<file path="config.mk">
export PLATFORM = sky130hd
export DESIGN_NAME = powerup_spawner
export DESIGN_NICKNAME = d
export VERILOG_FILES = /design/src/rtl/pong_pkg.sv /design/src/rtl/powerup_lfsr.sv /design/src/rtl/powerup_spawner.sv
export SDC_FILE = /design/constraint.sdc
export NUM_CORES = 1
export LEC_CHECK = 0
export ABC_AREA = 1
export CAP_MARGIN = 20
export CORE_UTILIZATION = 50
export DETAILED_ROUTE_END_ITERATION = 6
export PLACE_DENSITY_LB_ADDON = 0.12
export SYNTH_ARGS = -nofsm -noshare
export SYNTH_HDL_FRONTEND = slang
export SYNTH_HIERARCHICAL = 1
export SYNTH_SLANG_ARGS = --single-unit
export TNS_END_PERCENT = 10
</file>
<file path="constraint.sdc">
create_clock -name clk -period 5.6 [get_ports clk]
set_clock_uncertainty 0.2 [all_clocks]
set_input_delay 0.84 -clock clk [delete_from_list [all_inputs] [get_ports clk]]
set_output_delay 0.84 -clock clk [all_outputs]
set_load 0.02 [all_outputs]
</file>
<file path="src/rtl/pong_pkg.sv">
// Shared constants and types for the pong game blocks.
package pong_pkg;

  localparam int H_RES   = 640;
  localparam int V_RES   = 480;
  localparam int COORD_W = 10;

  // Galois feedback mask for x^16 + x^14 + x^13 + x^11 + 1 with a right shift.
  localparam logic [15:0] LFSR_TAPS = 16'hB400;

  typedef enum logic [1:0] {
    IDLE    = 2'd0,
    PENDING = 2'd1,
    VISIBLE = 2'd2
  } pu_state_t;

endpackage

</file>
<file path="src/rtl/powerup_lfsr.sv">
// Free-running 16-bit Galois LFSR used as the power-up placement source.
module powerup_lfsr
  import pong_pkg::*;
#(
  parameter logic [15:0] SEED = 16'hACE1
) (
  input  logic        clk,
  input  logic        rst_n,
  output logic [15:0] q
);

  // An all-zero state would lock the register up, so a zero seed is swapped for 1.
  localparam logic [15:0] SEED_SAFE = (SEED == 16'h0000) ? 16'h0001 : SEED;

  always_ff @(posedge clk or negedge rst_n) begin
    if (!rst_n) begin
      q <= SEED_SAFE;
    end else begin
      q <= {1'b0, q[15:1]} ^ (q[0] ? LFSR_TAPS : 16'h0000);
    end
  end

endmodule

</file>
<file path="src/rtl/powerup_spawner.sv">
// Places a power-up on spawn, detects ball pickup once per frame and
// runs the frame-counted effect window.
module powerup_spawner
  import pong_pkg::*;
#(
  parameter int          PU_SIZE       = 16,
  parameter int          BALL_SIZE     = 8,
  parameter int          MARGIN        = 32,
  parameter int          X_SPAN_LOG2   = 9,
  parameter int          Y_SPAN_LOG2   = 8,
  parameter int          EFFECT_FRAMES = 300,
  parameter logic [15:0] LFSR_SEED     = 16'hACE1
) (
  input  logic               clk,
  input  logic               rst_n,
  input  logic               spawn,
  input  logic               frame_tick,
  input  logic               round_clr,
  input  logic [COORD_W-1:0] ball_x,
  input  logic [COORD_W-1:0] ball_y,
  output logic [COORD_W-1:0] pu_x,
  output logic [COORD_W-1:0] pu_y,
  output logic               pu_visible,
  output logic               eaten,
  output logic               effect_active
);

  localparam logic [COORD_W-1:0] MARGIN_C = COORD_W'(MARGIN);
  localparam logic [COORD_W:0]   PU_C     = (COORD_W + 1)'(PU_SIZE);
  localparam logic [COORD_W:0]   BALL_C   = (COORD_W + 1)'(BALL_SIZE);
  localparam logic [8:0]         EFFECT_C = 9'(EFFECT_FRAMES);

  pu_state_t    state;
  logic [15:0]  lfsr;
  logic [8:0]   effect_cnt;
  logic [8:0]   effect_next;
  logic         hit;
  logic         take_hit;
  logic [COORD_W:0] bx, by, px, py;

  powerup_lfsr #(
    .SEED (LFSR_SEED)
  ) u_lfsr (
    .clk   (clk),
    .rst_n (rst_n),
    .q     (lfsr)
  );

  // One extra bit keeps the edge sums from wrapping near the right/bottom of the screen.
  always_comb begin
    bx  = {1'b0, ball_x};
    by  = {1'b0, ball_y};
    px  = {1'b0, pu_x};
    py  = {1'b0, pu_y};
    hit = (bx < px + PU_C) && (bx + BALL_C > px) &&
          (by < py + PU_C) && (by + BALL_C > py);
  end

  assign take_hit = (state == VISIBLE) && frame_tick && hit && !round_clr;

  // A pickup reload beats the per-frame decrement; a round clear beats both.
  always_comb begin
    effect_next = effect_cnt;
    if (round_clr) begin
      effect_next = 9'd0;
    end else if (take_hit) begin
      effect_next = EFFECT_C;
    end else if (frame_tick && effect_cnt != 9'd0) begin
      effect_next = effect_cnt - 9'd1;
    end
  end

  always_ff @(posedge clk or negedge rst_n) begin
    if (!rst_n) begin
      state         <= IDLE;
      pu_x          <= '0;
      pu_y          <= '0;
      pu_visible    <= 1'b0;
      eaten         <= 1'b0;
      effect_active <= 1'b0;
      effect_cnt    <= 9'd0;
    end else begin
      eaten         <= 1'b0;
      effect_cnt    <= effect_next;
      effect_active <= (effect_next != 9'd0);
      if (round_clr) begin
        state      <= IDLE;
        pu_visible <= 1'b0;
      end else begin
        case (state)
          IDLE: begin
            if (spawn) begin
              pu_x  <= MARGIN_C + COORD_W'(lfsr[X_SPAN_LOG2-1:0]);
              pu_y  <= MARGIN_C + COORD_W'(lfsr[15 -: Y_SPAN_LOG2]);
              state <= PENDING;
            end
          end
          // Grace frame: the power-up only becomes collidable on the next tick.
          PENDING: begin
            if (frame_tick) begin
              pu_visible <= 1'b1;
              state      <= VISIBLE;
            end
          end
          VISIBLE: begin
            if (take_hit) begin
              eaten      <= 1'b1;
              pu_visible <= 1'b0;
              state      <= IDLE;
            end
          end
          default: begin
            state      <= IDLE;
            pu_visible <= 1'b0;
          end
        endcase
      end
    end
  end

endmodule

</file>
# Word level (Yosys, flattened, before mapping)
# Index checks and enable logic that the tools add are counted.
# op_classes
addsub	7
eq_ne	6
n_lt_le_gt_ge	4
n_bitwise	2
muxes	16
reduce_logical	14
# op_table
operator	count
$mux 9	3
$add 10x4->11 const B	2
$add 10x5->11 const B	2
$gt 11x10->1	2
$lt 10x11->1	2
$reduce_bool 9->1	2
$mux 16	1
$xor 15x16->16	1
$add 6x9->10 const A	1
$add 6x8->9 const A	1
$ne 3x3->1 const B	3
$reduce_and 3->1	3
$sub 9x1->9 const B	1
$mux 2	4
$logic_and 1x1->1	7
$mux 1	6
$pmux 2 s3	1
$pmux 1 s3	1
$eq 2x1->1 const B	1
$eq 2x2->1 const B	1
$logic_not 2->1	1
$ne 2x2->1 const B	1
$logic_not 1->1	1
$not 1->1	1
# totals
register_bits	50
in_bits	25

# Logic depth before layout (Yosys ltp)
# Gate-level depths: netlist of run 1.
# depth
ltp_word	10
mapped_depth	20
depth_no_buf	20

# Modules after synthesis
# Netlist of run 1, hierarchy kept.
# by_module_without_submodules
module	area_each_um2	seq_area_each_um2	cells_each	instances
powerup_spawner	2802.7	825.8	398	1
powerup_lfsr	459.2	410.4	29	1

# Worst setup path before layout of run 1
# OpenSTA, ideal clock, no wires.
# synth_path
kind	input port to flip-flop
startpoint	input port ball_x[3]
endpoint	register effect_active
t_arrival_ns	2.493
cell_stages	20
path_slack_ns	2.788
required_time_ns	5.281
path_cell_list	ha_1 > nand2_1 > inv_1 > nand2_1 > xor2_1 > inv_1 > ha_1 > nand2_1 > nor2_1 > nand3_1 > nor2_1 > nor2_2 > nand2_1 > nor2_2 > nand3_2 > nand2_1 > nand2_1 > nand2_1 > nor2_1 > nand2_1
# synth_between
elab_chain_cells	10
# synth_rtl
item	line_no	text
start, declared	powerup_spawner.sv:19	input logic [COORD_W-1:0] ball_x,
$add 10x4->11	powerup_spawner.sv:55	hit = (bx < px + PU_C) && (bx + BALL_C > px) &&
$gt 11x10->1	powerup_spawner.sv:55	
$logic_and 1x1->1 * (2 in series)	powerup_spawner.sv:55	
$logic_and 1x1->1 *	powerup_spawner.sv:56	(by < py + PU_C) && (by + BALL_C > py);
$logic_and 1x1->1 * (2 in series)	powerup_spawner.sv:59	assign take_hit = (state == VISIBLE) && frame_tick && hit && !round_clr;
$mux 9 *	powerup_spawner.sv:66	end else if (take_hit) begin
$mux 9 *	powerup_spawner.sv:64	if (round_clr) begin
$reduce_bool 9->1 *	powerup_spawner.sv:85	effect_active <= (effect_next != 9'd0);
end signal, assigned	powerup_spawner.sv:85	
end, declared	powerup_spawner.sv:25	output logic effect_active
# Mark *: on every way between the ends. The rest lies on a longest branch, timed or not.
# A chain may end at the register's enable or synchronous reset.

# Worst setup path after layout of run 1
# layout_path
startpoint	input port ball_x[4]
endpoint	register effect_active
# The elaborated chain is that of the path after synthesis.

==> impl_results.md, run 1 <==
- Vias per cell: 4.93
- CP startpoint: ball_x[4]
- Critical R2R Launch: pu_y[4]
- Status: finished, final reports clean
- Slew Viols, Final: 0
- Die H: 82.8 µm
- Pre-CTS setup slack: 1950 ps
- First-pass GRT wire length: 11.1 mm
- Critical Path Max Stage Delay: between 500 and 600 ps
- Clock latency on the worst-skew pair: 310 ps
- Area delta synth->final: 19.4%
- H-tree Lvls: 2
- Vias: approximately 2700
- Synthesized area: ~3300 µm²
- Crit end category: flip-flop
- Filler cells: 578
- Crit Path Max Fanout: 5
- TritonCTS buffer count: 5
- Rel. slew slack: 58.8%
- Final Cell Area: 3890 µm²
- Gate Count Post-Synth: 427
- Syn Nets: 492
- Tcrit/Tclk final: around 61%
- Core area: 6310 µm²
- Leakage: 2.00 nW
- Initial Utilization: 51.7%
- Most used cell along the critical path: nand2_1
- CTS tree: done
- Setup bufs post-CTS: 0
- Sequential area share after synthesis: between 30% and 40%
- Initial detailed-routing violation count: 73
- I/O pins: 48
- Yosys top cell area share: between 30% and 40%
- Synth area leaders: dfrtp_1, ha_1, nand2_1
- Pwr/cell area: 252 nW/µm²
- Largest net degree at the start of global routing: 50
- RSZ-0062 raised after global routing: no
- Post-Route WL: 6.70 mm
- Unique masters post-synth: 27
- Die ar.: 6850 µm²
- Critical path's slowest cell: clkdlybuf4s50_1
- Leading area contributor after synthesis: dfrtp_1
- CP arrival: between 3000 and 4000 ps
- Antenna violations before repair: 0
- Clk root buf: clkbuf_8
- Worst-Margin Slew: a little over 600 ps
- Area after DPL: around 3800 µm²
- GRT Util Overall: 21.4%
- PnR worst setup slack: 2170 ps
- Share of layout cells above drive strength 1: 7.34%
- Startpoint types: input pin
- Pre-antenna DRT Iters: 4
- Peak VDD IR: 0.232 mV
- GPL Wtd Cong: 0.813
- Final Hold Fails: 0
- Crit-path leading delay family: simple AND/OR/NAND/NOR gates
- Hold Path Class: reg -> reg
- WS Path Type: in -> reg
- Crit path required time: 5600 ps
- HPWL Detailed: 5.28 mm
- DRC: 0
- Die width: 82.8 µm
- Crit-path cells: clkdlybuf4s50_1, ha_1, nand2_1, inv_1, nand2_1, xor2_1, inv_1, ha_1, nand2_1, nor2_1, nand3_1, o21ai_0, nor2_1, nand2_1, nor2_1, nand3_1, nand4_1, nor2_1, nand2_1
- Antenna cells: 0
- Syn Area/Cell: 7.64 µm²
- Yosys reg bits: 49
- Routed Antenna Nets: 0
- Drt wl/cell: 12.1 µm
- Setup_tns: 0 ps
- Num Clock Sinks: 49
- GRT overflow: 0
- Endpoints failing setup: 0
- Final nets: between 500 and 600
- Vias in the first global route: 2572
- IO buf count: 46
- Reg clk slew, reported paths: ~100 ps
- Bufs on Longest Clock Path: 2
- Hold Crit Start: u_lfsr/q[6]
- Yosys warnings: 6
- Tmin final: 3430 ps
- Max Cap Viol: 0
- Fmax: 292 MHz
- Bufs and invs on worst path: 3
- Cts-stage hold buffer count: 0
- # resized after CTS: 0
- # rows: 29
- Post-route core utilization: about 62%
-- registers in the layout, summed over array words and instances, names as in the netlist --
name and count:
pu_visible 1, state 2, effect_active 1, pu_y 9
effect_cnt 9, pu_x 10, eaten 1, u_lfsr/q 16
-- through the flow --
step                total power [mW]  hold slack (ps)  cells
floorplan                      0.666              154    427
global placement               0.753              159    546
detailed placement             0.762              159    546
CTS                            0.990              176    554
global route                    1.07              190    554
finish                         0.980              182    554
-- per-layer routing --
metal  up-vias  global-route usage, %  wire (µm)  share of wire (%)
met1      1266                   27.5       3230                 48
met3         7                   2.62        147                2.2
met2        32                   38.4       3260                 49
li1       1428                      -          -                  -
met4         0                   4.66         59               0.88
met5         -                      0          0                  0
-- layout by cell type, fill, tap and decap left out --
cell,synthesis,layout
nand2_1,118,118
inv_1,71,71
clkdlybuf4s50_1,0,45
dfrtp_1,41,41
ha_1,40,40
nor2_1,32,32
nand3_1,27,27
o21ai_0,24,24
xor2_1,12,12
a21oi_1,11,11
xnor2_1,9,9
dfstp_2,8,8
nor2_2,5,5
clkbuf_8,0,5
nor3_1,4,4
nand4_1,3,3
nand2_2,3,3
or2_2,3,3
inv_2,2,2
clkinv_1,2,2
nand3_2,2,2
inv_6,0,2
a21oi_2,1,1
o211ai_1,1,1
o22ai_1,1,1
o21ai_2,1,1
conb_1,1,1
inv_8,0,1
buf_2,1,1
buf_4,1,1
-- power by group --
group,switching (mW),total [mW],internal [mW]
combinational,0.205,0.346,0.141
sequential,0.0232,0.410,0.386
clock,0.130,0.224,0.0944
-- synthesized netlist by cell type --
library cell / n
nand3_2: 2
dfstp_2: 8
o22ai_1: 1
nand2_1: 118
ha_1: 40
nand2_2: 3
nor2_2: 5
nor3_1: 4
o21ai_0: 24
o21ai_2: 1
buf_2: 1
xor2_1: 12
nor2_1: 32
clkbuf_1: 3
clkinv_1: 2
inv_1: 71
or2_2: 3
nand4_1: 3
inv_2: 2
dfrtp_1: 41
nand3_1: 27
buf_4: 1
conb_1: 1
a21oi_2: 1
xnor2_1: 9
o211ai_1: 1
a21oi_1: 11
-- layout make-up --
type | instances | area [µm²] | share of cell area, %
Inverter | 75 | 282 | 7.23
Clock buffer | 5 | 68.8 | 1.77
Tap cell | 77 | 96.3 | 2.47
Clock inverter | 3 | 28.8 | 0.739
Timing Repair Buffer | 47 | 463 | 11.9
Multi-Input combinational cell | 298 | 1720 | 44.2
Sequential cell | 49 | 1240 | 31.7
-- kinds of logic (layout without fill, tap and decap cells) --
group | count (synthesis) | in the layout | synth area share (%)
AO/OA/AOI/OAI | 39 | 39 | 6.33
XOR/XNOR | 21 | 21 | 5.64
adder cells (fa/ha/maj) | 40 | 40 | 15.3
buffers and inverters | 80 | 130 | 9.36
flip-flops | 49 | 49 | 37.9
other | 1 | 1 | 0.115
AND/OR/NAND/NOR | 197 | 197 | 25.3
-- path summary, 6_finish.rpt --
kind | end | slack [ps] | cells after the start
setup / recovery | effect_active | 2170 | 19
hold / removal | u_lfsr/q[5] | 180 | 0
setup reg to reg | pu_visible | 2980 | 16
hold reg to reg | u_lfsr/q[5] | 180 | 0
max in group asynchronous | pu_y[4] | 4360 | 2
min in group asynchronous | eaten | 430 | 2
Note: power is estimated with default switching activity, not from simulation.
==> inputs of run 2 (changes only) <==
- clock period: 5.6 -> 3.45 ns (I/O delays scaled with it)
==> impl_results.md, run 2 (same netlist as run 1, synthesis figures left out) <==
- Commonest cells after routing, fill and taps aside: nand2_1, inv_1, clkdlybuf4s50_1, dfrtp_1, ha_1 (unchanged)
- Final Cell Area: 3920 µm² (was 3890 µm²)
- # rows: 29 (unchanged)
- Core area: 6310 µm² (unchanged)
- DRC: 0 (unchanged)
- R2R depth: 15 (was 16)
- GRT overflow: 0 (unchanged)
- Final nets: 542 (was 541)
- Worst-Margin Slew: 821 ps (was 619 ps)
- Pwr/cell area: 419 nW/µm² (was 252 nW/µm²)
- Critical R2R Launch: pu_x[4] (was pu_y[4])
- Clock latency on the worst-skew pair: 300 ps (was 310 ps)
- Share of layout cells above drive strength 1: 7.53% (was 7.34%)
- I/O pins: 48 (unchanged)
- Startpoint types: input pin (unchanged)
- Crit end category: flip-flop (unchanged)
- Vias in the first global route: 2578 (was 2572)
- WHS: 100 ps (was 182 ps)
- CP arrival: 2970 ps (was 3420 ps)
- Max Cap Viol: 0 (unchanged)
- Routed Antenna Nets: 0 (unchanged)
- Crit path required time: 3440 ps (was 5600 ps)
- Vias per cell: 4.89 (was 4.93)
- GRT Util Overall: 22.1% (was 21.4%)
- Tmin final: between 2000 and 3000 ps
- Clk root buf: clkbuf_8 (unchanged)
- Cts-stage hold buffer count: 0 (unchanged)
- Status: finished, final reports clean (unchanged)
- Num Clock Sinks: 49 (unchanged)
- Initial detailed-routing violation count: 85 (was 73)
- HPWL Detailed: 5.41 mm (was 5.28 mm)
- Peak VDD IR: 0.341 mV (was 0.232 mV)
- Pre-antenna DRT Iters: 4 (unchanged)
- Antenna violations before repair: 0 (unchanged)
- Die width: 82.8 µm (unchanged)
- Rel. slew slack: 45.3% (was 58.8%)
- Slew Viols, Final: 0 (unchanged)
- Die ar.: 6850 µm² (unchanged)
- Initial Utilization: 51.7% (unchanged)
- FF-to-FF End: effect_active (was pu_visible)
- Largest net degree at the start of global routing: 37 (was 50)
- Setup_tns: 0 ps (unchanged)
- Worst R2R Setup Slack: 840 ps (was 2980 ps)
- TritonCTS buffer count: 5 (unchanged)
- CTS tree: done (unchanged)
- Bufs on Longest Clock Path: 2 (unchanged)
- Leakage: 2.01 nW (was 2.00 nW)
- Endpoints failing setup: 0 (unchanged)
- Area after DPL: 3800 µm² (about the same)
- RSZ-0062 raised after global routing: no (unchanged)
- Most common cell after layout, fill and taps aside: nand2_1 (unchanged)
- Setup bufs post-CTS: 0 (unchanged)
- Most used cell along the critical path: nand2_1 (unchanged)
- Max FFs per register: 16 (unchanged)
- First-pass GRT wire length: 11.3 mm (was 11.1 mm)
- Final Hold Fails: 0 (unchanged)
- Most flop-heavy register: u_lfsr/q (unchanged)
- Post-Route WL: 6.70 mm (about the same)
- Crit-path cells: clkdlybuf4s50_1, ha_1, nand2_1, inv_1, nand2_1, xor2_1, inv_1, ha_1, nand2_1, nor2_1, nand3_1, o21ai_0, nor2_1, nand2_1, nor2_1, nand3_1, nand4_1, nor2_1, nand2_1 (unchanged)
- Hold Path Class: in -> async (was reg -> reg)
- WS Path Type: in -> reg (unchanged)
- # resized after CTS: 0 (unchanged)
- Tcrit/Tclk final: between 80% and 90%
- GPL Wtd Cong: 0.831 (was 0.813)
- H-tree Lvls: 2 (unchanged)
- Vias: 2715 (was 2733)
- Fmax: approximately 340 MHz
- Critical Path Max Stage Delay: 510 ps (was 520 ps)
- IO buf count: 46 (unchanged)
- Filler cells: 570 (was 578)
- Area delta synth->final: 20.2% (was 19.4%)
- Drt wl/cell: 12.1 µm (about the same)
- Biggest regs: u_lfsr/q (16), pu_x (10) (unchanged)
- Die H: 82.8 µm (unchanged)
- Total power draw: 1.64 mW (was 0.980 mW)
- Critical path's slowest cell: clkdlybuf4s50_1 (unchanged)
- Reg clk slew, reported paths: 90 ps (was 100 ps)
- Antenna cells: 0 (unchanged)
- Crit Path Max Fanout: 5 (unchanged)
[run 2: cell types whose count changed in the layout (fill, tap and decap cells not counted), sizes merged]
cell      delta
buf          +1
bufinv       +1
clkinv       +1
clkinvlp     +1
inv          -3
[run 2: area by class of cell]
class	instances	area, µm²	share of cell area [%]
multi-input cells	298	1720	43.9
well taps	77	96.3	2.46
clock inverters	3	46.3	1.18
clock buffers	5	68.8	1.76
inverters	75	282	7.18
repair buffers	48	470	12.0
flip-flops and latches	49	1240	31.5
[run 2: power by group]
group          switching (mW)  internal, mW  leakage (nW)  total [mW]
sequential             0.0398         0.627         0.638       0.667
combinational           0.331         0.230          1.32       0.561
clock                   0.196         0.217        0.0543       0.413
total                   0.567          1.07          2.01        1.64
[run 2: metrics by stage]
step,worst slack (ps),util (%),cells
2_1_floorplan,961,-,427
3_3_place_gp,198,60.3,547
3_5_place_dp,132,60.3,547
4_1_cts,442,62.1,555
5_1_grt,191,62.1,555
6_report,471,62.1,555
[run 2: how the worst max path moves through the flow]
stage	slack, ps	end	from
after floorplan	960	effect_active	ball_x[3]
after global placement	200	effect_active	ball_x[4]
after detailed placement	130	effect_active	ball_x[4]
after global routing	190	effect_active	ball_x[4]
after CTS	440	effect_active	ball_x[4]
final	470	effect_active	ball_x[4]
[run 2: critical path, delay by kind of cell]
family / cells / cell delay (ps)
xor+xnor: 1 / 140
simple gates: 12 / 1030
compound gates: 1 / 170
fa+ha+maj: 2 / 440
buf+inv: 3 / 660
[run 2: routing by layer]
| layer | part of all wire (%) | GRT usage (%) | vias to the layer above |
|---|---|---|---|
| met5 | 0 | 0 | - |
| met4 | 1.4 | 6.55 | 0 |
| met2 | 48 | 38.1 | 45 |
| met3 | 3.5 | 3.50 | 7 |
| li1 | - | - | 1430 |
| met1 | 47 | 28.4 | 1233 |
==> inputs of run 3 (changes only) <==
- CORE_UTILIZATION: 50 -> 30
- MAX_ROUTING_LAYER: not set -> met4
- PLACE_DENSITY_LB_ADDON: 0.12 -> 0.15
==> impl_results.md, run 3 (same netlist as run 1, synthesis figures left out) <==
- Status: finished, final reports clean (unchanged)
- Bufs and invs on worst path: 3 (unchanged)
- Most flop-heavy register: u_lfsr/q (unchanged)
- Post-Route WL: 7.23 mm (was 6.70 mm)
- Die width: 106 µm (was 82.8 µm)
- Internal: 1.03 mW (was 1.07 mW)
- DRC: 0 (unchanged)
- Leakage: 2.02 nW (was 2.01 nW)
- Crit Path Max Fanout: 5 (unchanged)
- I/O pins: 48 (unchanged)
- Tcrit/Tclk final: 86.8% (was 86.3%)
- CTS tree: done (unchanged)
- Core area: 10400 µm² (was 6310 µm²)
- Reg clk slew, reported paths: 100 ps (was 90 ps)
- Clock latency on the worst-skew pair: 310 ps (was 300 ps)
- Non-Filler Instances: 617 (was 555)
- Commonest cells after routing, fill and taps aside: nand2_1, inv_1, clkdlybuf4s50_1, dfrtp_1, ha_1 (unchanged)
- Largest net degree at the start of global routing: 48 (was 37)
- Rel. slew slack: 57.0% (was 45.3%)
- Setup_tns: 0 ps (unchanged)
- GRT Util Overall: 14.5% (was 22.1%)
- Die ar.: 11300 µm² (was 6850 µm²)
- Clock network fraction of total power: 23.2% (was 25.2%)
- Antenna cells: 0 (unchanged)
- WS Path Type: in -> reg (unchanged)
- Share of power burned in registers: 41.6% (was 40.6%)
- WHS: 183 ps (was 100 ps)
- Met2 WL: 3.44 mm (was 3.24 mm)
- Most used cell along the critical path: nand2_1 (unchanged)
- H-tree Lvls: 2 (unchanged)
- Bufs on Longest Clock Path: 2 (unchanged)
- RSZ-0062 raised after global routing: no (unchanged)
- Routed Antenna Nets: 0 (unchanged)
- Startpoint types: input pin (unchanged)
- Share of layout cells above drive strength 1: 7.90% (was 7.53%)
- Placed instance count: 607 (was 547)
- IO buf count: 46 (unchanged)
- GPL Wtd Cong: 0.864 (was 0.831)
- Max FFs per register: 16 (unchanged)
- Final Hold Fails: 0 (unchanged)
- Crit-path leading delay family: simple AND/OR/NAND/NOR gates (unchanged)
- P_sw: 0.582 mW (was 0.567 mW)
- Critical path's slowest cell: clkdlybuf4s50_1 (unchanged)
- Post-route core utilization: 38.6% (was 62.1%)
- Uppermost layer routed: met4 (unchanged)
- Vias in the first global route: 2697 (was 2578)
- Total power draw: 1.61 mW (was 1.64 mW)
- Max Cap Viol: 0 (unchanged)
- Met3 Wirelength: 194 µm (was 232 µm)
- Biggest regs: u_lfsr/q (16), pu_x (10) (unchanged)
- Area delta synth->final: 23.1% (was 20.2%)
- Peak VDD IR: 0.211 mV (was 0.341 mV)
- M1 WL: 3.51 mm (was 3.13 mm)
- Vias per cell: 4.39 (was 4.89)
- HPWL Detailed: 5.82 mm (was 5.41 mm)
- Initial detailed-routing violation count: 71 (was 85)
- Final nets: 545 (was 542)
- TritonCTS buffer count: 5 (unchanged)
- Hold Path Class: reg -> reg (was in -> async)
- Crit end category: flip-flop (unchanged)
- Endpoints failing setup: 0 (unchanged)
- # rows: 37 (was 29)
- Most common cell after layout, fill and taps aside: nand2_1 (unchanged)
- CP arrival: 3000 ps (was 2970 ps)
- Tmin final: 2990 ps (was 2980 ps)
- GRT overflow: 0 (unchanged)
- Pre-antenna DRT Iters: 4 (unchanged)
- Clk root buf: clkbuf_8 (unchanged)
- Num Clock Sinks: 49 (unchanged)
- Logic pwr share: 35.2% (was 34.2%)
- Switching Fraction: 36.2% (was 34.5%)
- Die H: 106 µm (was 82.8 µm)
- Slew Viols, Final: 0 (unchanged)
- First-pass GRT wire length: 12.5 mm (was 11.3 mm)
- Initial Utilization: 31.3% (was 51.7%)
- Critical Path Max Stage Delay: 510 ps (about the same)
- Crit-path cells: clkdlybuf4s50_1, ha_1, nand2_1, inv_1, nand2_1, xor2_1, inv_1, ha_1, nand2_1, nor2_1, nand3_1, o21ai_0, nor2_1, nand2_1, nor2_1, nand3_1, nand4_1, nor2_1, nand2_1 (unchanged)
- Fmax: 334 MHz (was 336 MHz)
- Vias: 2706 (was 2715)
- Crit path required time: 3460 ps (was 3440 ps)
- Drt wl/cell: 11.7 µm (was 12.1 µm)
- Pwr/cell area: 401 nW/µm² (was 419 nW/µm²)
- Antenna violations before repair: 0 (unchanged)
- Worst-Margin Slew: 641 ps (was 821 ps)
- Setup bufs post-CTS: 0 (unchanged)
[run 3: cell types whose count changed in the layout (fill, tap and decap cells not counted)]
cell,delta
buf_12,+1
dlygate4sd3_1,+1
clkinvlp_4,-1
bufinv_16,-1
buf_4,+1
clkbuf_8,+1
inv_6,+1
[run 3: final cells by class]
| class | count | area [µm²] |
|---|---|---|
| multi-input cells | 298 | 1720 |
| fillers | 1114 | 6400 |
| clock buffers | 6 | 82.6 |
| clock inverters | 2 | 17.5 |
| inverters | 75 | 282 |
| flip-flops and latches | 49 | 1240 |
| repair buffers | 51 | 508 |
| well taps | 136 | 170 |
[run 3: per-stage QoR]
step | instance area [µm²] | setup slack, ps
floorplan | 3260 | 961
global placement | 3890 | 121
detailed placement | 3890 | 117
CTS | 3990 | 443
global route | 4020 | 175
finish | 4020 | 456
[run 3: metal layers]
metal | GRT usage, % | vias up
met4 | 4.17 | 0
met2 | 23.7 | 41
met3 | 2.27 | 11
met1 | 18.5 | 1219
li1 | - | 1435
met5 | - | -
[run 3: power by group through the flow]
| stage | registers [mW] | clock network, mW | logic (mW) |
|---|---|---|---|
| 2_1_floorplan | 0.679 | 0 | 0.401 |
| 3_3_place_gp | 0.681 | 0 | 0.566 |
| 3_5_place_dp | 0.681 | 0 | 0.565 |
| 4_1_cts | 0.670 | 0.385 | 0.570 |
| 5_1_grt | 0.678 | 0.411 | 0.662 |
| 6_report | 0.669 | 0.373 | 0.567 |
[run 3: timing repair]
item / CTS / global route
hold buffers: 0 / 1
resized for setup: 0 / 0
endpoints found under the hold margin: 0 / 4
[run 3: worst paths after layout]
| path | start | cells past startpoint | slack, ps | end |
|---|---|---|---|---|
| min reg2reg | u_lfsr/q[2] | 0 | 180 | u_lfsr/q[1] |
| max | ball_x[4] | 19 | 460 | effect_active |
| max reg2reg | pu_y[4] | 15 | 850 | effect_active |
| min | u_lfsr/q[2] | 0 | 180 | u_lfsr/q[1] |
| max in group asynchronous | rst_n | 4 | 2020 | u_lfsr/q[6] |
| min in group asynchronous | rst_n | 2 | 370 | pu_y[3] |
